File: src/rtl/ddr_rx.sv
// HDR-DDR receive deserializer: samples SDA on every SCL edge strobe and recovers
// preambles, data bytes, parity, CRC token and CRC value for the DDR/CCC FSM.
module ddr_rx #(
   parameter int DATA_W = 8,
   parameter int CRC_W  = 5
) (
   input  logic              i_sys_clk,
   input  logic              i_sys_rst,
   input  logic              i_ddrccc_rx_en,
   input  logic [2:0]        i_ddrccc_rx_mode,
   input  logic              i_sclgen_scl_pos_edge,
   input  logic              i_sclgen_scl_neg_edge,
   input  logic              i_sdahnd_rx_sda,
   input  logic [CRC_W-1:0]  i_crc_value,
   output logic              o_regf_wr_en,
   output logic [DATA_W-1:0] o_regf_rx_data,
   output logic [1:0]        o_ddrccc_preamble,
   output logic              o_ddrccc_mode_done,
   output logic              o_ddrccc_error,
   output logic              o_crc_en,
   output logic              o_crc_data_valid,
   output logic [DATA_W-1:0] o_crc_parallel_data,
   output logic              o_crc_last_byte
);

   localparam logic [2:0] MODE_PREAMBLE = 3'd0;
   localparam logic [2:0] MODE_BYTE     = 3'd1;
   localparam logic [2:0] MODE_PARITY   = 3'd2;
   localparam logic [2:0] MODE_TOKEN    = 3'd3;
   localparam logic [2:0] MODE_CRC      = 3'd4;
   localparam logic [3:0] CRC_TOKEN     = 4'b1100;

   logic [2:0]        mode_q;
   logic [2:0]        cnt_q, cnt_d, cnt_base;
   logic [DATA_W-1:0] shift_q, shift_d, shift_base, shift_nxt;
   logic              idx_q, idx_d;
   logic [DATA_W-1:0] d1_q, d1_d, d2_q, d2_d;
   logic [DATA_W-1:0] rx_data_q, rx_data_d;
   logic [1:0]        preamble_q, preamble_d;
   logic              wr_en_q, wr_en_d;
   logic              done_q, done_d;
   logic              error_q, error_d;
   logic              last_q, last_d;
   logic              crc_en_q, crc_en_d;
   logic [2:0]        last_bit;
   logic              mode_valid;
   logic              strobe;
   logic [1:0]        parity_exp;

   assign strobe = i_sclgen_scl_pos_edge | i_sclgen_scl_neg_edge;

   // Odd bits feed P1, even bits feed P0; P0 is inverted so an all-zero word still toggles SDA.
   assign parity_exp[1] = d1_q[7] ^ d1_q[5] ^ d1_q[3] ^ d1_q[1] ^
                          d2_q[7] ^ d2_q[5] ^ d2_q[3] ^ d2_q[1];
   assign parity_exp[0] = d1_q[6] ^ d1_q[4] ^ d1_q[2] ^ d1_q[0] ^
                          d2_q[6] ^ d2_q[4] ^ d2_q[2] ^ d2_q[0] ^ 1'b1;

   always_comb begin
      last_bit   = 3'd0;
      mode_valid = 1'b1;
      case (i_ddrccc_rx_mode)
         MODE_PREAMBLE: last_bit = 3'd1;
         MODE_BYTE:     last_bit = 3'd7;
         MODE_PARITY:   last_bit = 3'd1;
         MODE_TOKEN:    last_bit = 3'd3;
         MODE_CRC:      last_bit = 3'd4;
         default:       mode_valid = 1'b0;
      endcase
   end

   always_comb begin
      cnt_d      = cnt_q;
      shift_d    = shift_q;
      idx_d      = idx_q;
      d1_d       = d1_q;
      d2_d       = d2_q;
      rx_data_d  = rx_data_q;
      preamble_d = preamble_q;
      wr_en_d    = 1'b0;
      done_d     = 1'b0;
      error_d    = 1'b0;
      last_d     = 1'b0;
      crc_en_d   = i_ddrccc_rx_en && (i_ddrccc_rx_mode == MODE_BYTE);
      cnt_base   = '0;
      shift_base = '0;
      shift_nxt  = '0;

      if (!i_ddrccc_rx_en) begin
         cnt_d   = '0;
         shift_d = '0;
         idx_d   = 1'b0;
      end else if (!mode_valid) begin
         cnt_d   = '0;
         shift_d = '0;
      end else begin
         // A mode change abandons any partial field; a strobe in that cycle is bit 0 of the new one.
         if (i_ddrccc_rx_mode == mode_q) begin
            cnt_base   = cnt_q;
            shift_base = shift_q;
         end
         cnt_d   = cnt_base;
         shift_d = shift_base;
         if (strobe) begin
            shift_nxt = {shift_base[DATA_W-2:0], i_sdahnd_rx_sda};
            if (cnt_base == last_bit) begin
               cnt_d   = '0;
               shift_d = '0;
               done_d  = 1'b1;
               case (i_ddrccc_rx_mode)
                  MODE_PREAMBLE: preamble_d = shift_nxt[1:0];
                  MODE_BYTE: begin
                     rx_data_d = shift_nxt;
                     wr_en_d   = 1'b1;
                     if (idx_q) d2_d = shift_nxt;
                     else       d1_d = shift_nxt;
                     idx_d = ~idx_q;
                  end
                  MODE_PARITY: begin
                     error_d = (shift_nxt[1:0] != parity_exp);
                     idx_d   = 1'b0;
                  end
                  MODE_TOKEN: begin
                     error_d = (shift_nxt[3:0] != CRC_TOKEN);
                     last_d  = (shift_nxt[3:0] == CRC_TOKEN);
                  end
                  default: error_d = (shift_nxt[CRC_W-1:0] != i_crc_value);
               endcase
            end else begin
               cnt_d   = cnt_base + 3'd1;
               shift_d = shift_nxt;
            end
         end
      end
   end

   always_ff @(posedge i_sys_clk or negedge i_sys_rst) begin
      if (!i_sys_rst) begin
         mode_q     <= '0;
         cnt_q      <= '0;
         shift_q    <= '0;
         idx_q      <= 1'b0;
         d1_q       <= '0;
         d2_q       <= '0;
         rx_data_q  <= '0;
         preamble_q <= '0;
         wr_en_q    <= 1'b0;
         done_q     <= 1'b0;
         error_q    <= 1'b0;
         last_q     <= 1'b0;
         crc_en_q   <= 1'b0;
      end else begin
         mode_q     <= i_ddrccc_rx_mode;
         cnt_q      <= cnt_d;
         shift_q    <= shift_d;
         idx_q      <= idx_d;
         d1_q       <= d1_d;
         d2_q       <= d2_d;
         rx_data_q  <= rx_data_d;
         preamble_q <= preamble_d;
         wr_en_q    <= wr_en_d;
         done_q     <= done_d;
         error_q    <= error_d;
         last_q     <= last_d;
         crc_en_q   <= crc_en_d;
      end
   end

   assign o_regf_wr_en        = wr_en_q;
   assign o_regf_rx_data      = rx_data_q;
   assign o_ddrccc_preamble   = preamble_q;
   assign o_ddrccc_mode_done  = done_q;
   assign o_ddrccc_error      = error_q;
   assign o_crc_en            = crc_en_q;
   assign o_crc_data_valid    = wr_en_q;
   assign o_crc_parallel_data = rx_data_q;
   assign o_crc_last_byte     = last_q;

endmodule
File: config.mk
export PLATFORM = sky130hd
export DESIGN_NAME = ddr_rx
export DESIGN_NICKNAME = d
export VERILOG_FILES = /design/src/rtl/ddr_rx.sv
export SDC_FILE = /design/constraint.sdc
export NUM_CORES = 1
export LEC_CHECK = 0
export ABC_AREA = 1
export BUFFER_PORTS_ARGS = -buffer_cell sky130_fd_sc_hd__buf_2
export CORE_ASPECT_RATIO = 1.1
export CORE_MARGIN = 3
export CORE_UTILIZATION = 55
export DETAILED_ROUTE_END_ITERATION = 6
export PLACE_DENSITY = 0.83
export SLEW_MARGIN = 20
export SYNTH_ARGS = -nofsm -noshare
export SYNTH_HDL_FRONTEND = slang
export SYNTH_SLANG_ARGS = --single-unit
File: constraint.sdc
create_clock -name i_sys_clk -period 3.8 [get_ports i_sys_clk]
set_input_delay 0.19 -clock i_sys_clk [delete_from_list [all_inputs] [get_ports i_sys_clk]]
set_output_delay 0.19 -clock i_sys_clk [all_outputs]
set_load 0.02 [all_outputs]
---- Word-level counts from Yosys, hierarchy flattened ----
Cells that the tools add are included.
storage, ports and cells
  bits in registers ....................... 45
  input bits .............................. 14
  output and inout bits ................... 24
  word-level logic and storage cells ...... 95
cells by class
  eq/ne operators ......................... 14
  bitwise logic cells ..................... 17
  reduce and logical (&&, ||, !) cells .... 10
  $add $sub $neg .......................... 1
  mux-type cells .......................... 40
operators with widths
  kind                                                   count
  two-way mux 7 bit                                      7
  two-way mux 1 bit                                      23
  two-way mux 3 bit                                      7
  bitwise XOR 1 bit                                      14
  one-hot mux 3 bit (4 select lines)                     1
  AND reduction 6 bit                                    2
  AND reduction 5 bit                                    2
  == test 3 x 2 -> 1 bit, second input constant          2
  == test 3 bit                                          2
  inequality test 2 x 1 -> 1 bit, second input constant  3
  inequality test 5 bit                                  1
  OR reduction 5 bit                                     1
  == test 4 bit, second input constant                   1
  inequality test 4 bit, second input constant           1
  AND reduction 4 bit                                    1
  OR reduction 2 bit                                     2
  adder 3 x 1 -> 3 bit, second input constant            1
  == test 3 x 1 -> 1 bit, second input constant          1
  == test 3 bit, second input constant                   1
  zero test 3 bit                                        1
  inequality test 3 x 1 -> 1 bit, second input constant  1
  one-hot mux 1 bit (3 select lines)                     1
  inequality test 2 bit                                  1
  inverter 1 bit                                         2
  other kinds (3)                                        3

---- Logic depth before layout (Yosys ltp) ----
  depth in word-level cells ............... 14
  mapped depth ............................ 14
  mapped depth without buffers ............ 13

---- Worst setup path before layout ----
No wires, ideal clock.
  path kind ............................... register -> register
  from .................................... reg mode_q[0]
  to ...................................... reg shift_q[5]
  buffers on the path ..................... 0
  library setup time ...................... 137 ps
  path slack .............................. 2133 ps
  arrival time ............................ 1530 ps
  stages on the path, launching flop included .. 7
  data required time ...................... 3663 ps
  path through ............................ dfrtp_1 xnor2_1 nand3_1 a21oi_1 nand2_2 o21ai_4 a21oi_2
between the ends
  cells in the longest elaborated chain, start to end .. 9
  elaborated cells on any way between the ends .. 12
  classes of those cells .................. eq/ne: 2; mux: 10
ends and longest elaborated chain
  item                      RTL line  source
  start: declaration        33        logic [2:0] mode_q;
  start signal: assignment  152       mode_q <= i_ddrccc_rx_mode;
  == test 3 bit (*)         97        if (i_ddrccc_rx_mode == mode_q) begin
  two-way mux 3 bit         97
  two-way mux 3 bit         92        end else if (!mode_valid) begin
  two-way mux 3 bit         88        if (!i_ddrccc_rx_en) begin
  == test 3 bit             105       if (cnt_base == last_bit) begin
  two-way mux 7 bit         105
  two-way mux 7 bit (*)     103       if (strobe) begin
  two-way mux 7 bit (*)     92
  two-way mux 7 bit (*)     88
  named net shift_d[5]      35        logic [DATA_W-1:0] shift_q, shift_d, shift_base, shift_nxt;
  end signal: assignment    154       shift_q <= shift_d;
  end: declaration          35
The timed path passes the listed nets; every way through them passes the cells marked *. The select of a mux whose other input is x is not followed.
A chain may end at the register's enable or synchronous reset.

---- Worst setup path in the final report ----
  from .................................... reg mode_q[2]
  to ...................................... reg d1_q[5]
between the ends
  cells in the longest elaborated chain, start to end .. 6
  elaborated cells on any way between the ends .. 9
  classes of those cells .................. eq/ne: 2; mux: 6; reduce/logical: 1
ends and longest elaborated chain
  item                           RTL line  source
  == test 3 bit (*)              97
  two-way mux 3 bit              97
  two-way mux 3 bit              92
  two-way mux 3 bit              88
  == test 3 bit                  105
  AND reduction 6 bit (no line)  -
  end signal: assignment         142       d1_q <= '0;
  end signal: assignment         156       d1_q <= d1_d;
  end: declaration               37        logic [DATA_W-1:0] d1_q, d1_d, d2_q, d2_d;
Every way passes the cells marked *; elsewhere a longest branch is shown, timed or not. The select of a mux whose other input is x is not followed.

==> summary.log <==
[status] run status complete, no violations
[global_routing] Tot GR Track Use 22.38%
[final_layout] Inserted Diodes 0
[clocking] maximum buffer depth of the clock tree 2
[die] floorplan core area 4717 sq um
[clocking] CTS root buffer sky130_fd_sc_hd__clkbuf_8
[logic_synthesis] Synth top area share 41.02%
[placement] RD Place Congestion 0.8616
[logic_synthesis] post-synth top area cell sky130_fd_sc_hd__dfrtp_1
[die] width of the chip 73.36 um
[critical_path] termination of the worst setup path d1_q[5]$_DFFE_PN0P_
[critical_path] worst setup path startpoint mode_q[2]$_DFF_PN0_
[critical_path] data arrival time of the critical path 2310 ps
[logic_synthesis] Yosys warning count 0
[final_layout] multi-input combinational cell area 1370 sq um
[sta] unrepaired setup endpoints after global routing no
[placement] Port Buffers 37
[logic_synthesis] top_reg_cell synth sky130_fd_sc_hd__dfrtp_1
[critical_path] class of the most critical setup path flip-flop to flip-flop
[logic_synthesis] Seq/Total Area, Yosys 41.02%
[final_layout] footprint of the flip-flops and latches 1126 sq um
[critical_path] endpoint kind of the worst setup timing path flip-flop
[final_layout] # fillers 384
[die] starting density of the core 58.20%
[logic_synthesis] count of flip-flops with a built-in enable after synthesis 0
[die] Placement Rows 26
[clocking] clock insertion delay at the later pin of the skew report 310 ps
[sta] Slew headroom 49.78%
[placement] sum of net half-perimeters after detailed placement 4398 um
[critical_path] endpoint of the lowest-slack register-to-register path d1_q[5]$_DFFE_PN0P_
[sta] Fin Clk Skew 8.096 ps
[logic_synthesis] count of distinct cell types in the synthesized netlist 33
[final_layout] layout overhead on the synthesized area 9.207%
[global_routing] Remaining Overflow, GRT 0
[clocking] total CTS buffers 5
[critical_path] Worst Reg2Reg Path Length in Cells 12
[routing] vias 2255
[logic_synthesis] syn_nets 353
[sta] # setup viols final 0
[sta] final worst-path cycle share 55.19%
[hold_path] type of the worst min-delay path primary input to flip-flop
[routing] routed wire length per instance 13.80 um
[routing] Routed Antenna Nets 0
[final_layout] layout net count 385
[global_routing] initial antenna violation count 0
[sta] final-report max-slew violation count 0
[clocking] post-CTS sizing 0
[logic_synthesis] number of instances in the synthesized netlist 338
[sta] aggregate negative setup slack 0 ps
[logic_synthesis] post-synthesis area per instance 8.122 sq um
[sta] maximum clock frequency 476.8 MHz
[clocking] number of H-tree branching levels 2
[routing] initial DRC count 205
[logic_synthesis] Post-synth ARST share 100.0%
[die] die area 5876 sq um
[critical_path] kind of start point of the critical path flip-flop
[critical_path] startpoint of the worst register-to-register path mode_q[2]$_DFF_PN0_
[sta] Final Hold Viols 0
[sta] Final min period 2097 ps
[critical_path] maximum fanout count along the critical path 12
[sta] worst slew pin tran 747.7 ps
[critical_path] worst reg-to-reg setup slack 1700 ps
[logic_synthesis] area of the mapped netlist 2745 sq um
[final_layout] layout cell share with drive strength beyond 1 28.30%
[clocking] CTS clk-pin slew, worst paths 90 ps
[routing] Final Routed Wirelength 5894 um
[pwr] Max IR drop VDD 0.1765 mV
[clocking] setup fix buffers added after clock tree synthesis 0
[routing] DRC errors left 0
[global_routing] via count of the first global-routing pass 2212
[clocking] TritonCTS Sinks 45
[routing] via count normalized by instance count 5.281
[pwr] power per standard cell area 320.1 nW/um^2
[flow_run] Max-cap violations 0
[sta] hold_ws 67.29 ps
[clocking] number of buffers added to fix hold violations after cts 0
[pwr] leakage power 1.675 nW
[logic_synthesis] cell types with the largest area share after synthesis sky130_fd_sc_hd__dfrtp_1 41%, sky130_fd_sc_hd__nand2_1 15%, sky130_fd_sc_hd__nand3_1 6.0%, sky130_fd_sc_hd__inv_1 4.0%, sky130_fd_sc_hd__nand2_2 3.0%
[die] # IOs 38
[routing] count of TritonRoute iterations in the first routing pass 4
[placement] worst setup slack after placement 1703 ps
[global_routing] global-route wire length before repair 10070 um
[global_routing] largest net degree at the start of global routing 46
[critical_path] data required time of the critical path 4010 ps
[logic_synthesis] total of flip-flops plus latches after synthesis 45
[sta] Final Worst Setup Slack 1703 ps
[clocking] CTS tree built
[die] chip height 80.10 um
[area by class of cell]
class | instances | area share (%)
well taps | 56 | 2.337
inverters | 36 | 4.674
flip-flops and latches | 45 | 37.56
multi-input cells | 243 | 45.70
clock inverters | 3 | 0.5843
repair buffers | 39 | 6.845
clock buffers | 5 | 2.295
[routing by layer]
| layer | part of all wire (%) | global-route usage, % | vias up |
|---|---|---|---|
| met5 | 0 | 0 | - |
| met4 | 2.6 | 9.964 | 0 |
| li1 | - | - | 1130 |
| met2 | 52 | 38.46 | 56 |
| met3 | 3.7 | 3.504 | 17 |
| met1 | 41 | 27.39 | 1052 |
[flip-flops by register name (all words and copies together) (netlist names)]
signal               count
d1_q                     8
d2_q                     8
o_crc_parallel_data      8
shift_q                  7
cnt_q                    3
mode_q                   3
o_ddrccc_preamble        2
idx_q                    1
o_crc_data_valid         1
o_crc_en                 1
o_crc_last_byte          1
o_ddrccc_error           1
o_ddrccc_mode_done       1
[through the flow]
stage	std cells	power, mW	area, sq um	utilization (%)
floorplan	338	0.6245	2745	-
global placement	418	0.6632	2899	61.46
detailed placement	418	0.6674	2899	61.46
CTS	426	0.9595	2985	63.29
global route	427	1.001	2998	63.55
finish	427	0.9596	2998	63.55
[worst min-delay path by stage]
stage,start,endpoint,slack [ps],cells past startpoint
6_report,i_ddrccc_rx_mode[1],mode_q[1]$_DFF_PN0_,70,1
5_1_grt,i_ddrccc_rx_mode[1],mode_q[1]$_DFF_PN0_,60,1
4_1_cts,i_ddrccc_rx_mode[1],mode_q[1]$_DFF_PN0_,70,1
3_5_place_dp,i_ddrccc_rx_mode[1],mode_q[1]$_DFF_PN0_,390,1
3_3_place_gp,i_ddrccc_rx_mode[1],mode_q[1]$_DFF_PN0_,390,1
2_1_floorplan,i_sys_rst,cnt_q[0]$_DFF_PN0_,-110,0
[cell usage in the layout (no fill, tap or decap)]
master / instances
sky130_fd_sc_hd__o21ai_0: 10
sky130_fd_sc_hd__inv_4: 1
sky130_fd_sc_hd__nand2_1: 108
sky130_fd_sc_hd__inv_1: 29
sky130_fd_sc_hd__inv_2: 4
sky130_fd_sc_hd__dfrtp_1: 45
sky130_fd_sc_hd__nor2_4: 4
sky130_fd_sc_hd__and3_1: 1
sky130_fd_sc_hd__nor3_1: 4
sky130_fd_sc_hd__nor3_2: 2
sky130_fd_sc_hd__nand4_1: 5
sky130_fd_sc_hd__nand3_4: 1
sky130_fd_sc_hd__nand3_1: 33
sky130_fd_sc_hd__xnor2_1: 7
sky130_fd_sc_hd__o21ai_2: 8
sky130_fd_sc_hd__nand3_2: 3
sky130_fd_sc_hd__ha_1: 1
sky130_fd_sc_hd__clkinvlp_4: 1
sky130_fd_sc_hd__buf_2: 36
sky130_fd_sc_hd__nor2_2: 10
sky130_fd_sc_hd__xor2_1: 5
sky130_fd_sc_hd__nor2_1: 9
sky130_fd_sc_hd__nor4_4: 1
sky130_fd_sc_hd__buf_4: 2
sky130_fd_sc_hd__nand4_4: 1
sky130_fd_sc_hd__clkbuf_8: 5
sky130_fd_sc_hd__nand3b_1: 4
sky130_fd_sc_hd__a21oi_2: 1
sky130_fd_sc_hd__o21ai_4: 1
sky130_fd_sc_hd__a21oi_1: 4
sky130_fd_sc_hd__nand2_4: 5
sky130_fd_sc_hd__nor2_8: 2
sky130_fd_sc_hd__clkinv_2: 4
sky130_fd_sc_hd__dlygate4sd3_1: 1
sky130_fd_sc_hd__nand2_2: 13
[cells by family (layout without fill, tap and decap cells)]
family,count (synthesis),count (layout),synth area share [%]
and+or+nand+nor,206,206,39.61
DFF,45,45,41.02
AOI/OAI and AO/OA,24,24,6.017
adders and majority gates,1,1,0.4557
buffers and inverters,50,83,9.070
xor gates and xnor gates,12,12,3.829
[worst max-delay path, stage by stage (launching register included)]
cell and delay, ps:
sky130_fd_sc_hd__dfrtp_1 410, sky130_fd_sc_hd__inv_1 80, sky130_fd_sc_hd__nand2_1 50, sky130_fd_sc_hd__nand2_1 110, sky130_fd_sc_hd__nand2_2 80, sky130_fd_sc_hd__nor2_4 280
sky130_fd_sc_hd__nand3_1 190, sky130_fd_sc_hd__nand2_4 160, sky130_fd_sc_hd__nand3_4 150, sky130_fd_sc_hd__nor2_8 200, sky130_fd_sc_hd__nand2_4 120, sky130_fd_sc_hd__nand2_1 110
sky130_fd_sc_hd__nand2_1 50
[Yosys cell counts, drive strengths merged (4+ instances only)]
| master | instances |
|---|---|
| nand4 | 6 |
| xnor2 | 7 |
| dfrtp | 45 |
| o21ai | 19 |
| nand3b | 4 |
| nand3 | 37 |
| xor2 | 5 |
| nor2 | 25 |
| nand2 | 126 |
| a21oi | 5 |
| inv | 34 |
| buf | 12 |
| nor3 | 6 |
[power breakdown]
group,internal [mW],switching [mW],leakage (nW)
sequential,0.492,0.0138,0.616
clock,0.127,0.173,0.0439
combinational,0.0473,0.106,1.02
(Power assumes the default switching activity.)
